==> src/rtl/dlx_mem_arb_pkg.sv <==
// Shared types, default parameters and the round-robin index helper for the
// DLX memory port arbiter.
package dlx_mem_arb_pkg;

  typedef enum logic [1:0] {
    ARB_IDLE = 2'b00,
    ARB_WAIT = 2'b01,
    ARB_DONE = 2'b10
  } arb_state_t;

  typedef enum logic [1:0] {
    ACC_WORD = 2'b00,
    ACC_BYTE = 2'b01,
    ACC_HALF = 2'b10
  } acc_size_t;

  localparam int DEF_NUM_REQ        = 2;
  localparam int DEF_WORD_SIZE      = 32;
  localparam int DEF_ADDRESS_SIZE   = 16;
  localparam int DEF_TIMEOUT_CYCLES = 64;
  localparam int MAX_REQ            = 4;
  localparam int IDX_W              = 2;

  // Index of the requester 'off' positions after 'last', wrapping at nreq.
  function automatic logic [IDX_W-1:0] rr_index(input logic [IDX_W-1:0] last,
                                                input logic [2:0]       off,
                                                input logic [2:0]       nreq);
    logic [2:0] sum;
    sum = {1'b0, last} + off;
    if (sum >= nreq) begin
      rr_index = IDX_W'(sum - nreq);
    end else begin
      rr_index = IDX_W'(sum);
    end
  endfunction

endpackage

==> src/rtl/mem_port_arbiter_rr_arbiter.sv <==
// Combinational round-robin picker: first requester after last_grant wins.
module rr_arbiter
  import dlx_mem_arb_pkg::*;
#(
  parameter int NUM_REQ = DEF_NUM_REQ
) (
  input  logic [NUM_REQ-1:0] req,
  input  logic [IDX_W-1:0]   last_grant,
  output logic [NUM_REQ-1:0] grant,
  output logic [IDX_W-1:0]   grant_idx
);

  localparam logic [2:0] NREQ3 = 3'(NUM_REQ);

  logic [MAX_REQ-1:0] req_pad_s;
  logic               found_s;

  assign req_pad_s = MAX_REQ'(req);

  // Scan forward from last_grant+1 and keep the first active index.
  always_comb begin
    logic [IDX_W-1:0] idx_v;
    grant_idx = {IDX_W{1'b0}};
    found_s   = 1'b0;
    idx_v     = {IDX_W{1'b0}};
    for (int off = 1; off <= NUM_REQ; off++) begin
      idx_v = rr_index(last_grant, 3'(off), NREQ3);
      if (!found_s && req_pad_s[idx_v]) begin
        grant_idx = idx_v;
        found_s   = 1'b1;
      end else begin
      end
    end
  end

  // Expand the winning index to a one-hot grant.
  always_comb begin
    grant = {NUM_REQ{1'b0}};
    for (int i = 0; i < NUM_REQ; i++) begin
      grant[i] = found_s && (grant_idx == IDX_W'(i));
    end
  end

endmodule

==> src/rtl/mem_port_arbiter.sv <==
// Round-robin sharing of one ENABLE/READNOTWRITE/DATA_READY memory port.
// Optional WAIT watchdog enabled by defining DLX_ARB_TIMEOUT_EN.
module mem_port_arbiter
  import dlx_mem_arb_pkg::*;
#(
  parameter int NUM_REQ        = DEF_NUM_REQ,
  parameter int WORD_SIZE      = DEF_WORD_SIZE,
  parameter int ADDRESS_SIZE   = DEF_ADDRESS_SIZE,
  parameter int TIMEOUT_CYCLES = DEF_TIMEOUT_CYCLES
) (
  input  logic                            clk,
  input  logic                            rst,
  input  logic [NUM_REQ-1:0]              req_valid,
  input  logic [NUM_REQ-1:0]              req_rnw,
  input  logic [NUM_REQ*ADDRESS_SIZE-1:0] req_addr,
  input  logic [NUM_REQ*WORD_SIZE-1:0]    req_wdata,
  output logic [NUM_REQ-1:0]              req_ready,
  output logic [NUM_REQ-1:0]              rsp_valid,
  output logic [WORD_SIZE-1:0]            rsp_rdata,
  output logic                            rsp_err,
  output logic                            mem_enable,
  output logic                            mem_readnotwrite,
  output logic [ADDRESS_SIZE-1:0]         mem_address,
  output logic [WORD_SIZE-1:0]            mem_wdata,
  input  logic [WORD_SIZE-1:0]            mem_rdata,
  input  logic                            mem_data_ready
);

  arb_state_t               state_q, state_d;
  logic [IDX_W-1:0]         last_grant_q, last_grant_d;
  logic [IDX_W-1:0]         win_q, win_d;
  logic                     rnw_q, rnw_d;
  logic [ADDRESS_SIZE-1:0]  addr_q, addr_d;
  logic [WORD_SIZE-1:0]     wdata_q, wdata_d;
  logic [WORD_SIZE-1:0]     rdata_q, rdata_d;
  logic                     mem_enable_q, mem_enable_d;
  logic [NUM_REQ-1:0]       rsp_valid_q, rsp_valid_d;
  logic [NUM_REQ-1:0]       grant_s, req_ready_s, win_oh_s;
  logic [IDX_W-1:0]         grant_idx_s;
  logic                     sel_rnw_s;
  logic [ADDRESS_SIZE-1:0]  sel_addr_s;
  logic [WORD_SIZE-1:0]     sel_wdata_s;

`ifdef DLX_ARB_TIMEOUT_EN
  localparam int TMR_W = $clog2(TIMEOUT_CYCLES + 1);
  logic [TMR_W-1:0] timer_q, timer_d;
  logic             err_q, err_d;
`else
  logic unused_tmo_s;
  assign unused_tmo_s = (TIMEOUT_CYCLES > 0);
`endif

  rr_arbiter #(.NUM_REQ(NUM_REQ)) u_rr (
    .req        (req_valid),
    .last_grant (last_grant_q),
    .grant      (grant_s),
    .grant_idx  (grant_idx_s)
  );

  // One-hot AND-OR mux of the granted requester's command fields.
  always_comb begin
    sel_rnw_s   = 1'b0;
    sel_addr_s  = {ADDRESS_SIZE{1'b0}};
    sel_wdata_s = {WORD_SIZE{1'b0}};
    for (int i = 0; i < NUM_REQ; i++) begin
      sel_rnw_s   = sel_rnw_s | (req_rnw[i] & grant_s[i]);
      sel_addr_s  = sel_addr_s | (req_addr[i*ADDRESS_SIZE +: ADDRESS_SIZE] & {ADDRESS_SIZE{grant_s[i]}});
      sel_wdata_s = sel_wdata_s | (req_wdata[i*WORD_SIZE +: WORD_SIZE] & {WORD_SIZE{grant_s[i]}});
    end
  end

  // Decode the latched winner for the response pulse.
  always_comb begin
    win_oh_s = {NUM_REQ{1'b0}};
    for (int i = 0; i < NUM_REQ; i++) begin
      win_oh_s[i] = (win_q == IDX_W'(i));
    end
  end

  // Next-state and command/response computation.
  always_comb begin
    state_d      = state_q;
    last_grant_d = last_grant_q;
    win_d        = win_q;
    rnw_d        = rnw_q;
    addr_d       = addr_q;
    wdata_d      = wdata_q;
    rdata_d      = rdata_q;
    mem_enable_d = 1'b0;
    rsp_valid_d  = {NUM_REQ{1'b0}};
    req_ready_s  = {NUM_REQ{1'b0}};
`ifdef DLX_ARB_TIMEOUT_EN
    timer_d      = {TMR_W{1'b0}};
    err_d        = 1'b0;
`endif
    case (state_q)
      ARB_IDLE: begin
        if (|req_valid) begin
          req_ready_s  = grant_s;
          win_d        = grant_idx_s;
          last_grant_d = grant_idx_s;
          rnw_d        = sel_rnw_s;
          addr_d       = sel_addr_s;
          wdata_d      = sel_wdata_s;
          mem_enable_d = 1'b1;
          state_d      = ARB_WAIT;
        end else begin
          state_d      = ARB_IDLE;
        end
      end
      ARB_WAIT: begin
        mem_enable_d = 1'b1;
        if (mem_data_ready) begin
          rdata_d      = rnw_q ? mem_rdata : {WORD_SIZE{1'b0}};
          rsp_valid_d  = win_oh_s;
          mem_enable_d = 1'b0;
          state_d      = ARB_DONE;
        end else begin
`ifdef DLX_ARB_TIMEOUT_EN
          if (timer_q == TMR_W'(TIMEOUT_CYCLES - 1)) begin
            rdata_d      = {WORD_SIZE{1'b0}};
            err_d        = 1'b1;
            rsp_valid_d  = win_oh_s;
            mem_enable_d = 1'b0;
            state_d      = ARB_DONE;
          end else begin
            timer_d      = timer_q + 1'b1;
          end
`else
          state_d = ARB_WAIT;
`endif
        end
      end
      ARB_DONE: begin
        state_d = ARB_IDLE;
      end
      default: begin
        state_d = ARB_IDLE;
      end
    endcase
  end

  // State and output registers.
  always_ff @(posedge clk or posedge rst) begin
    if (rst) begin
      state_q      <= ARB_IDLE;
      last_grant_q <= IDX_W'(NUM_REQ - 1);
      win_q        <= {IDX_W{1'b0}};
      rnw_q        <= 1'b0;
      addr_q       <= {ADDRESS_SIZE{1'b0}};
      wdata_q      <= {WORD_SIZE{1'b0}};
      rdata_q      <= {WORD_SIZE{1'b0}};
      mem_enable_q <= 1'b0;
      rsp_valid_q  <= {NUM_REQ{1'b0}};
`ifdef DLX_ARB_TIMEOUT_EN
      timer_q      <= {TMR_W{1'b0}};
      err_q        <= 1'b0;
`endif
    end else begin
      state_q      <= state_d;
      last_grant_q <= last_grant_d;
      win_q        <= win_d;
      rnw_q        <= rnw_d;
      addr_q       <= addr_d;
      wdata_q      <= wdata_d;
      rdata_q      <= rdata_d;
      mem_enable_q <= mem_enable_d;
      rsp_valid_q  <= rsp_valid_d;
`ifdef DLX_ARB_TIMEOUT_EN
      timer_q      <= timer_d;
      err_q        <= err_d;
`endif
    end
  end

  assign req_ready        = req_ready_s;
  assign rsp_valid        = rsp_valid_q;
  assign rsp_rdata        = rdata_q;
  assign mem_enable       = mem_enable_q;
  assign mem_readnotwrite = rnw_q;
  assign mem_address      = addr_q;
  assign mem_wdata        = wdata_q;
`ifdef DLX_ARB_TIMEOUT_EN
  assign rsp_err          = err_q;
`else
  assign rsp_err          = 1'b0;
`endif

endmodule

==> config.mk <==
export PLATFORM = sky130hd
export DESIGN_NAME = mem_port_arbiter
export DESIGN_NICKNAME = d
export VERILOG_FILES = /design/src/rtl/dlx_mem_arb_pkg.sv /design/src/rtl/mem_port_arbiter_rr_arbiter.sv /design/src/rtl/mem_port_arbiter.sv
export SDC_FILE = /design/constraint.sdc
export NUM_CORES = 1
export LEC_CHECK = 0
export CAP_MARGIN = 20
export CORE_ASPECT_RATIO = 0.6
export CORE_MARGIN = 2
export CORE_UTILIZATION = 41
export CTS_BUF_LIST = sky130_fd_sc_hd__clkbuf_16
export DETAILED_ROUTE_END_ITERATION = 8
export PLACE_DENSITY = 0.86
export SYNTH_ARGS = -nofsm -noshare
export SYNTH_HDL_FRONTEND = slang
export SYNTH_SLANG_ARGS = --single-unit
==> constraint.sdc <==
create_clock -name clk -period 5.75 [get_ports clk]
set_input_delay 1.4375 -clock clk [delete_from_list [all_inputs] [get_ports clk]]
set_output_delay 1.4375 -clock clk [all_outputs]
set_load 0.005 [all_outputs]
==> out/summary.log, run 1 <==
INFO  routing        detail_route.wl_per_cell=17.3µm
INFO  floorplanning  floorplan.initialDensity=41.7%
INFO  cts            cts_max_path_buffers=2
INFO  synthesis      post_synth_main_area_contributors=sky130_fd_sc_hd__dfrtp_1 (58%), sky130_fd_sc_hd__a221o_1 (13%), sky130_fd_sc_hd__o21a_1 (10%), sky130_fd_sc_hd__nand2_1 (6.6%), sky130_fd_sc_hd__o21ai_0 (4.5%)
INFO  floorplanning  dieArea=0.0100mm²
INFO  cts            cts_hold_repair.buffers=0
INFO  grt            grt_overflow=0
INFO  synthesis      post_synth_edffs=0
INFO  finish         layout_commonest_cell=sky130_fd_sc_hd__clkdlybuf4s50_1
INFO  grt            grt_pass1_wl=18.1mm
INFO  synthesis      synth_largest_type_area_fraction=57.7%
INFO  floorplanning  core-area=0.00905mm²
INFO  routing        firstDrtPassIters=4
INFO  routing        detailroute.wirelength.met2=5.43mm
INFO  power          p_int=0.00215W
INFO  finish         layout-drive-gt1-share=4.95%
INFO  floorplanning  rows=27
INFO  run            max_cap_viol_count=0
INFO  routing        route.final.wire_length=11.4mm
INFO  worst_setup_path arrival=2.98ns
INFO  place          place.gp.congestion=0.729
INFO  timing         grt_setup_unrepaired=false
INFO  synthesis      asyncSetResetFlopFracSynth=100%
INFO  cts            post-cts-setup-buffer-count=0
INFO  finish         final_net_count=676
INFO  finish         most-common-layout-cells=sky130_fd_sc_hd__clkdlybuf4s50_1 (220), sky130_fd_sc_hd__dfrtp_1 (87), sky130_fd_sc_hd__nand2_1 (66)
INFO  timing         worst_clock_skew=0.00604ns
INFO  grt            grt_antenna_before_repair=0
INFO  routing        dr.max_layer_used=met4
INFO  worst_setup_path crit_path_end_kind=output pin
INFO  routing        detail-route-antenna-nets=0
INFO  worst_setup_path reg2regPathDepth=5
INFO  min_path       hold_path_class=reg -> reg
INFO  power          p_per_area=487mW/mm²
INFO  worst_setup_path cp.required=4.31ns
INFO  timing         worst_slew_margin_rel=44.8%
INFO  routing        drt_iter0_markers=134
INFO  worst_setup_path cp_max_fo=3
INFO  routing        wl_met3=942µm
INFO  timing         clock.fmax=226MHz
INFO  finish         antennaDiodeCount=0
INFO  place          port_buffers=220
INFO  routing        route.detailed.vias_per_inst=5.21
INFO  synthesis      ys_seq_elements=88
INFO  synthesis      syn_avg_cell_area=11.2µm²
INFO  power          switching_power=0.000948W
INFO  timing         final-setup-viol-count=0
INFO  cts            cts_tree=built
INFO  timing         worst_hold_margin=0.457ns
INFO  grt            grt_start_max_net_pins=65
INFO  cts            root_buffer=sky130_fd_sc_hd__clkbuf_16
INFO  synthesis      seq_area_frac_synth=58.4%
INFO  floorplanning  top_level_ports=222
INFO  place          place_ws=1.31ns
INFO  place          place_hpwl=8.06mm
INFO  synthesis      postSynthNetCount=471
INFO  timing         finalSetupTns=0ns
INFO  power          power_frac_seq=34.1%
INFO  worst_setup_path worstSetupPathType=in -> out
INFO  power          combPwrFrac=46.2%
INFO  cts            clk_pin_slew_worst_paths=0.06ns
INFO  synthesis      syn_inst=336
INFO  cts            cts_max_level=3
INFO  grt            grt_pass1_vias=3570
INFO  power          power.ir.vdd_worst=0.000270V
INFO  power          leak_pwr=2.65nW
INFO  timing         hold_viol_final=0
INFO  routing        post-route-drc-count=0
INFO  cts            clk-insertion-delay-late=0.33ns
INFO  timing         post-route-period-util=76.8%
INFO  outcome        outcome=complete, no violations
INFO  synthesis      synth_cell_types=24
INFO  routing        num_vias=3450
INFO  floorplanning  die_span_x=128µm
INFO  floorplanning  die_y=78.3µm
INFO  power          switching_share=30.6%
INFO  synthesis      synthesized_area=0.00377mm²
INFO  grt            grtUsageTotal=22.8%
INFO  timing         fin_ws=1.33ns
INFO  min_path       worstHoldPathCells=1
INFO  finish         syn_to_layout_area_delta=68.6%
INFO  timing         drv_slew=0
INFO  cts            cts_sinks=88
INFO  timing         finalCriticalPeriod=4.42ns
INFO  worst_setup_path crit_path_start_kind=input port
INFO  cts            tritoncts_buffer_count=9
INFO  synthesis      synthesis.yosys.warnings=0
INFO  synthesis      synth_ff_type=sky130_fd_sc_hd__dfrtp_1
INFO  cts            cts-resized-gates=0
INFO  power          power.share.clock=19.6%
INFO  synthesis      synth_area_leader_cell=sky130_fd_sc_hd__dfrtp_1
INFO  timing         tightest_slew=0.827ns
INFO  routing        wl_met1=4.83mm
INFO  power          total_power=0.00310W
-- metal layers --
layer / up-vias / global-route usage [%]
li1: 1633 / -
met1: 1639 / 28.6
met2: 157 / 37.5
met3: 21 / 7.91
met4: 0 / 6.92
met5: - / 0
-- worst max-delay path, stage by stage --
cell                              delay, ns
sky130_fd_sc_hd__clkdlybuf4s50_1       0.48
sky130_fd_sc_hd__and2b_2               0.25
sky130_fd_sc_hd__nor4b_4               0.24
sky130_fd_sc_hd__clkdlybuf4s50_1       0.58
-- power by group through the flow --
stage	logic, W	registers (W)	clock network [W]
final	0.00143	0.00106	0.000608
after global routing	0.00155	0.00109	0.000650
after CTS	0.00138	0.00109	0.000619
after detailed placement	0.00137	0.00109	0
after global placement	0.00134	0.00107	0
after floorplan	0.000633	0.00107	0
-- worst paths after layout --
kind	start	endpoint	slack [ns]
max	req_valid[1]	req_ready[0]	1.33
min	win_q[0]	rsp_valid[0]	0.46
max reg2reg	state_q[0]	mem_address[8]	3.54
min reg2reg	win_q[0]	rsp_valid[0]	0.46
max in group asynchronous	rst	last_grant_q[0]	3.15
min in group asynchronous	rst	mem_wdata[20]	1.58
-- per-stage QoR --
stage	cells	util, %	cell area, µm²
floorplan	336	-	3770
detailed placement	644	66.3	6000
CTS	660	69.7	6310
global route	662	70.2	6360
finish	662	70.2	6360
global placement	643	66.0	5980
-- Yosys cell counts (2+ instances only) --
library cell / instances
sky130_fd_sc_hd__inv_1: 2
sky130_fd_sc_hd__buf_2: 5
sky130_fd_sc_hd__o21a_1: 50
sky130_fd_sc_hd__nor2_1: 2
sky130_fd_sc_hd__a221o_1: 49
sky130_fd_sc_hd__o21ai_0: 34
sky130_fd_sc_hd__dfrtp_1: 87
sky130_fd_sc_hd__buf_6: 6
sky130_fd_sc_hd__clkbuf_1: 21
sky130_fd_sc_hd__nand2_1: 66
-- final cells by class --
type	count	area (µm²)
clock buffers	9	225
multi-input cells	212	1390
well taps	116	145
clock inverters	7	87.6
repair buffers	227	2300
fillers	661	2700
flip-flops and latches	88	2200
inverters	3	12.5
-- state kept, by name, indices dropped and copies added, names as in the netlist --
register	flops
mem_wdata	32
win_q	1
mem_readnotwrite	1
last_grant_q	2
state_q	2
rsp_rdata	32
rsp_valid	2
mem_address	16
-- cell families after synthesis --
| kind of cell | after synthesis | synth area share (%) |
|---|---|---|
| AO/OA/AOI/OAI | 135 | 27.8 |
| buffers and inverters | 36 | 5.04 |
| flip-flops | 88 | 58.4 |
| other | 1 | 0.0994 |
| AND/OR/NAND/NOR | 76 | 8.66 |
Note: power is estimated with default switching activity, not from simulation.
==> run 2: changes to the inputs <==
- CORE_UTILIZATION: 41 -> 38
- PLACE_DENSITY: 0.86 -> 0.81
- clock period: 5.75 -> 4.1 ns (I/O delays scaled with it)
==> out/summary.log, run 2 (same netlist as run 1, synthesis figures left out) <==
INFO  grt            grt_overflow=0
INFO  cts            post-cts-setup-buffer-count=0
INFO  timing         worst_slew_margin_rel=30.0%
INFO  timing         finalSetupTns=0ns
INFO  worst_setup_path cp.required=3.07ns
INFO  floorplanning  core-area=0.00974mm²
INFO  floorplanning  rows=28
INFO  worst_setup_path critical_path_buffer_and_inverter_count=2
INFO  cts            cts_sinks=88
INFO  timing         drv_slew=0
INFO  cts            cts_max_path_buffers=2
INFO  worst_setup_path critPathSlowestCell=sky130_fd_sc_hd__clkdlybuf4s50_1
INFO  routing        drt_iter0_markers=144
INFO  outcome        outcome=complete, no violations
INFO  finish         final_core_utilization=64.6%
INFO  cts            root_buffer=sky130_fd_sc_hd__clkbuf_16
INFO  floorplanning  die_span_x=133µm
INFO  timing         worst_clock_skew=0.00585ns
INFO  cts            cts_hold_repair.buffers=0
INFO  routing        route.final.wire_length=11.8mm
INFO  floorplanning  die_y=81.2µm
INFO  timing         finalCriticalPeriod=3.58ns
INFO  routing        detail-route-antenna-nets=0
INFO  cts            cts-resized-gates=0
INFO  timing         final-setup-viol-count=0
INFO  finish         antennaDiodeCount=0
INFO  power          p_per_area=663mW/mm²
INFO  floorplanning  floorplan.initialDensity=38.7%
INFO  worst_setup_path crit_chain=clkdlybuf4s50_1 > and2b_2 > nor4b_4 > clkdlybuf4s50_1
INFO  cts            clk_pin_slew_worst_paths=0.06ns
INFO  worst_setup_path cp_top_family=buffers and inverters
INFO  cts            cts_tree=built
INFO  min_path       worstHoldPathCells=1
INFO  floorplanning  top_level_ports=222
INFO  worst_setup_path cpPeakStageDelay=0.59ns
INFO  timing         post-route-period-util=87.4%
INFO  finish         layout_commonest_cell=sky130_fd_sc_hd__clkdlybuf4s50_1
INFO  min_path       timing.hold.worst.start=win_q[0]
INFO  min_path       hold_end=rsp_valid[0]
INFO  worst_setup_path crit_top_cell=sky130_fd_sc_hd__clkdlybuf4s50_1
INFO  routing        firstDrtPassIters=4
INFO  place          place_hpwl=8.31mm
INFO  worst_setup_path r2r-end=mem_address[11]
INFO  grt            grt_start_max_net_pins=55
INFO  worst_setup_path reg2reg_from=state_q[0]
INFO  min_path       hold_path_class=reg -> reg
INFO  grt            grt_pass1_vias=3536
INFO  place          port_buffers=220
INFO  cts            cts_max_level=3
INFO  finish         layout-drive-gt1-share=4.77%
INFO  routing        post-route-drc-count=0
INFO  place          place.gp.congestion=0.833
INFO  grt            grtUsageTotal=22.3%
INFO  routing        num_vias=3518
INFO  power          leak_pwr=2.62nW
INFO  timing         hold_viol_final=0
INFO  cts            clk-insertion-delay-late=0.33ns
INFO  worst_setup_path arrival=2.56ns
INFO  worst_setup_path reg2regPathDepth=4
INFO  timing         clock.fmax=279MHz
INFO  worst_setup_path worst-r2r-setup-slack=2.21ns
INFO  worst_setup_path crit_path_end_kind=output pin
INFO  worst_setup_path crit_path_start_kind=input port
INFO  floorplanning  dieArea=0.0108mm²
INFO  run            max_cap_viol_count=0
INFO  power          power.ir.vdd_worst=0.000312V
INFO  timing         tightest_slew=1.05ns
INFO  timing         grt_setup_unrepaired=false
INFO  routing        route.detailed.vias_per_inst=5.17
INFO  worst_setup_path cp_max_fo=3
INFO  cts            tritoncts_buffer_count=9
INFO  finish         syn_to_layout_area_delta=66.9%
INFO  worst_setup_path worstSetupPathType=in -> out
INFO  finish         num-fill-cells=789
INFO  finish         final_net_count=676
INFO  finish         most-common-layout-cells=sky130_fd_sc_hd__clkdlybuf4s50_1 (220), sky130_fd_sc_hd__dfrtp_1 (87), sky130_fd_sc_hd__nand2_1 (66)
INFO  grt            grt_pass1_wl=18.8mm
INFO  grt            grt_antenna_before_repair=0
INFO  routing        detail_route.wl_per_cell=17.4µm
[run 2: changes by cell type in the layout (fill, tap and decap cells not counted), moves of 2 or more]
cell | previous run | this run
sky130_fd_sc_hd__bufinv_16 | 2 | 0
sky130_fd_sc_hd__clkinv_1 | 2 | 0
sky130_fd_sc_hd__inv_1 | 2 | 4
sky130_fd_sc_hd__buf_4 | 4 | 6
[run 2: final cells by class]
class	count	area, µm²	share of cell area (%)
Clock buffer	9	225	3.58
Clock inverter	6	31.3	0.497
Tap cell	135	169	2.68
Sequential cell	88	2200	35.0
Inverter	3	12.5	0.199
Timing Repair Buffer	227	2270	36.0
Multi-Input combinational cell	212	1390	22.0
[run 2: power breakdown]
group / leakage (nW) / total (W) / switching, W / internal (W)
combinational: 1.37 / 0.00193 / 0.000740 / 0.00119
clock: 0.131 / 0.000722 / 0.000322 / 0.000400
sequential: 1.12 / 0.00152 / 0.000261 / 0.00126
total: 2.62 / 0.00417 / 0.00132 / 0.00285
[run 2: layer usage]
metal	global-route usage (%)	vias to the layer above	share of wire, %
li1	-	1637	-
met1	28.8	1711	44
met2	37.2	164	47
met3	7.24	6	8.1
met4	5.16	0	0.67
met5	0	-	0
[run 2: worst max-delay path by stage]
stage	from	end	slack (ns)	depth (start not counted)
floorplan	rst	last_grant_q[1]	0.80	1
global placement	req_valid[1]	req_ready[0]	0.53	4
detailed placement	req_valid[1]	req_ready[0]	0.52	4
CTS	req_valid[1]	req_ready[0]	0.52	4
global route	req_valid[1]	req_ready[0]	0.44	4
finish	req_valid[1]	req_ready[0]	0.52	4
[run 2: worst register-to-register path, delay by kind of cell (launching register included)]
kind            cells  cell delay [ns]
buf+inv             1             0.51
simple gates        2             0.61
compound gates      1             0.30
flops               1             0.41
[run 2: per-stage QoR]
stage	power, W	worst slack, ns	cell area, µm²	hold slack, ns	std cells
3_3_place_gp	0.00340	0.528	6040	0.427	665
6_report	0.00417	0.518	6290	0.446	680
4_1_cts	0.00423	0.516	6290	0.441	680
5_1_grt	0.00445	0.440	6290	0.480	680
3_5_place_dp	0.00348	0.515	6040	0.430	665
2_1_floorplan	0.00239	0.798	3770	0.416	336
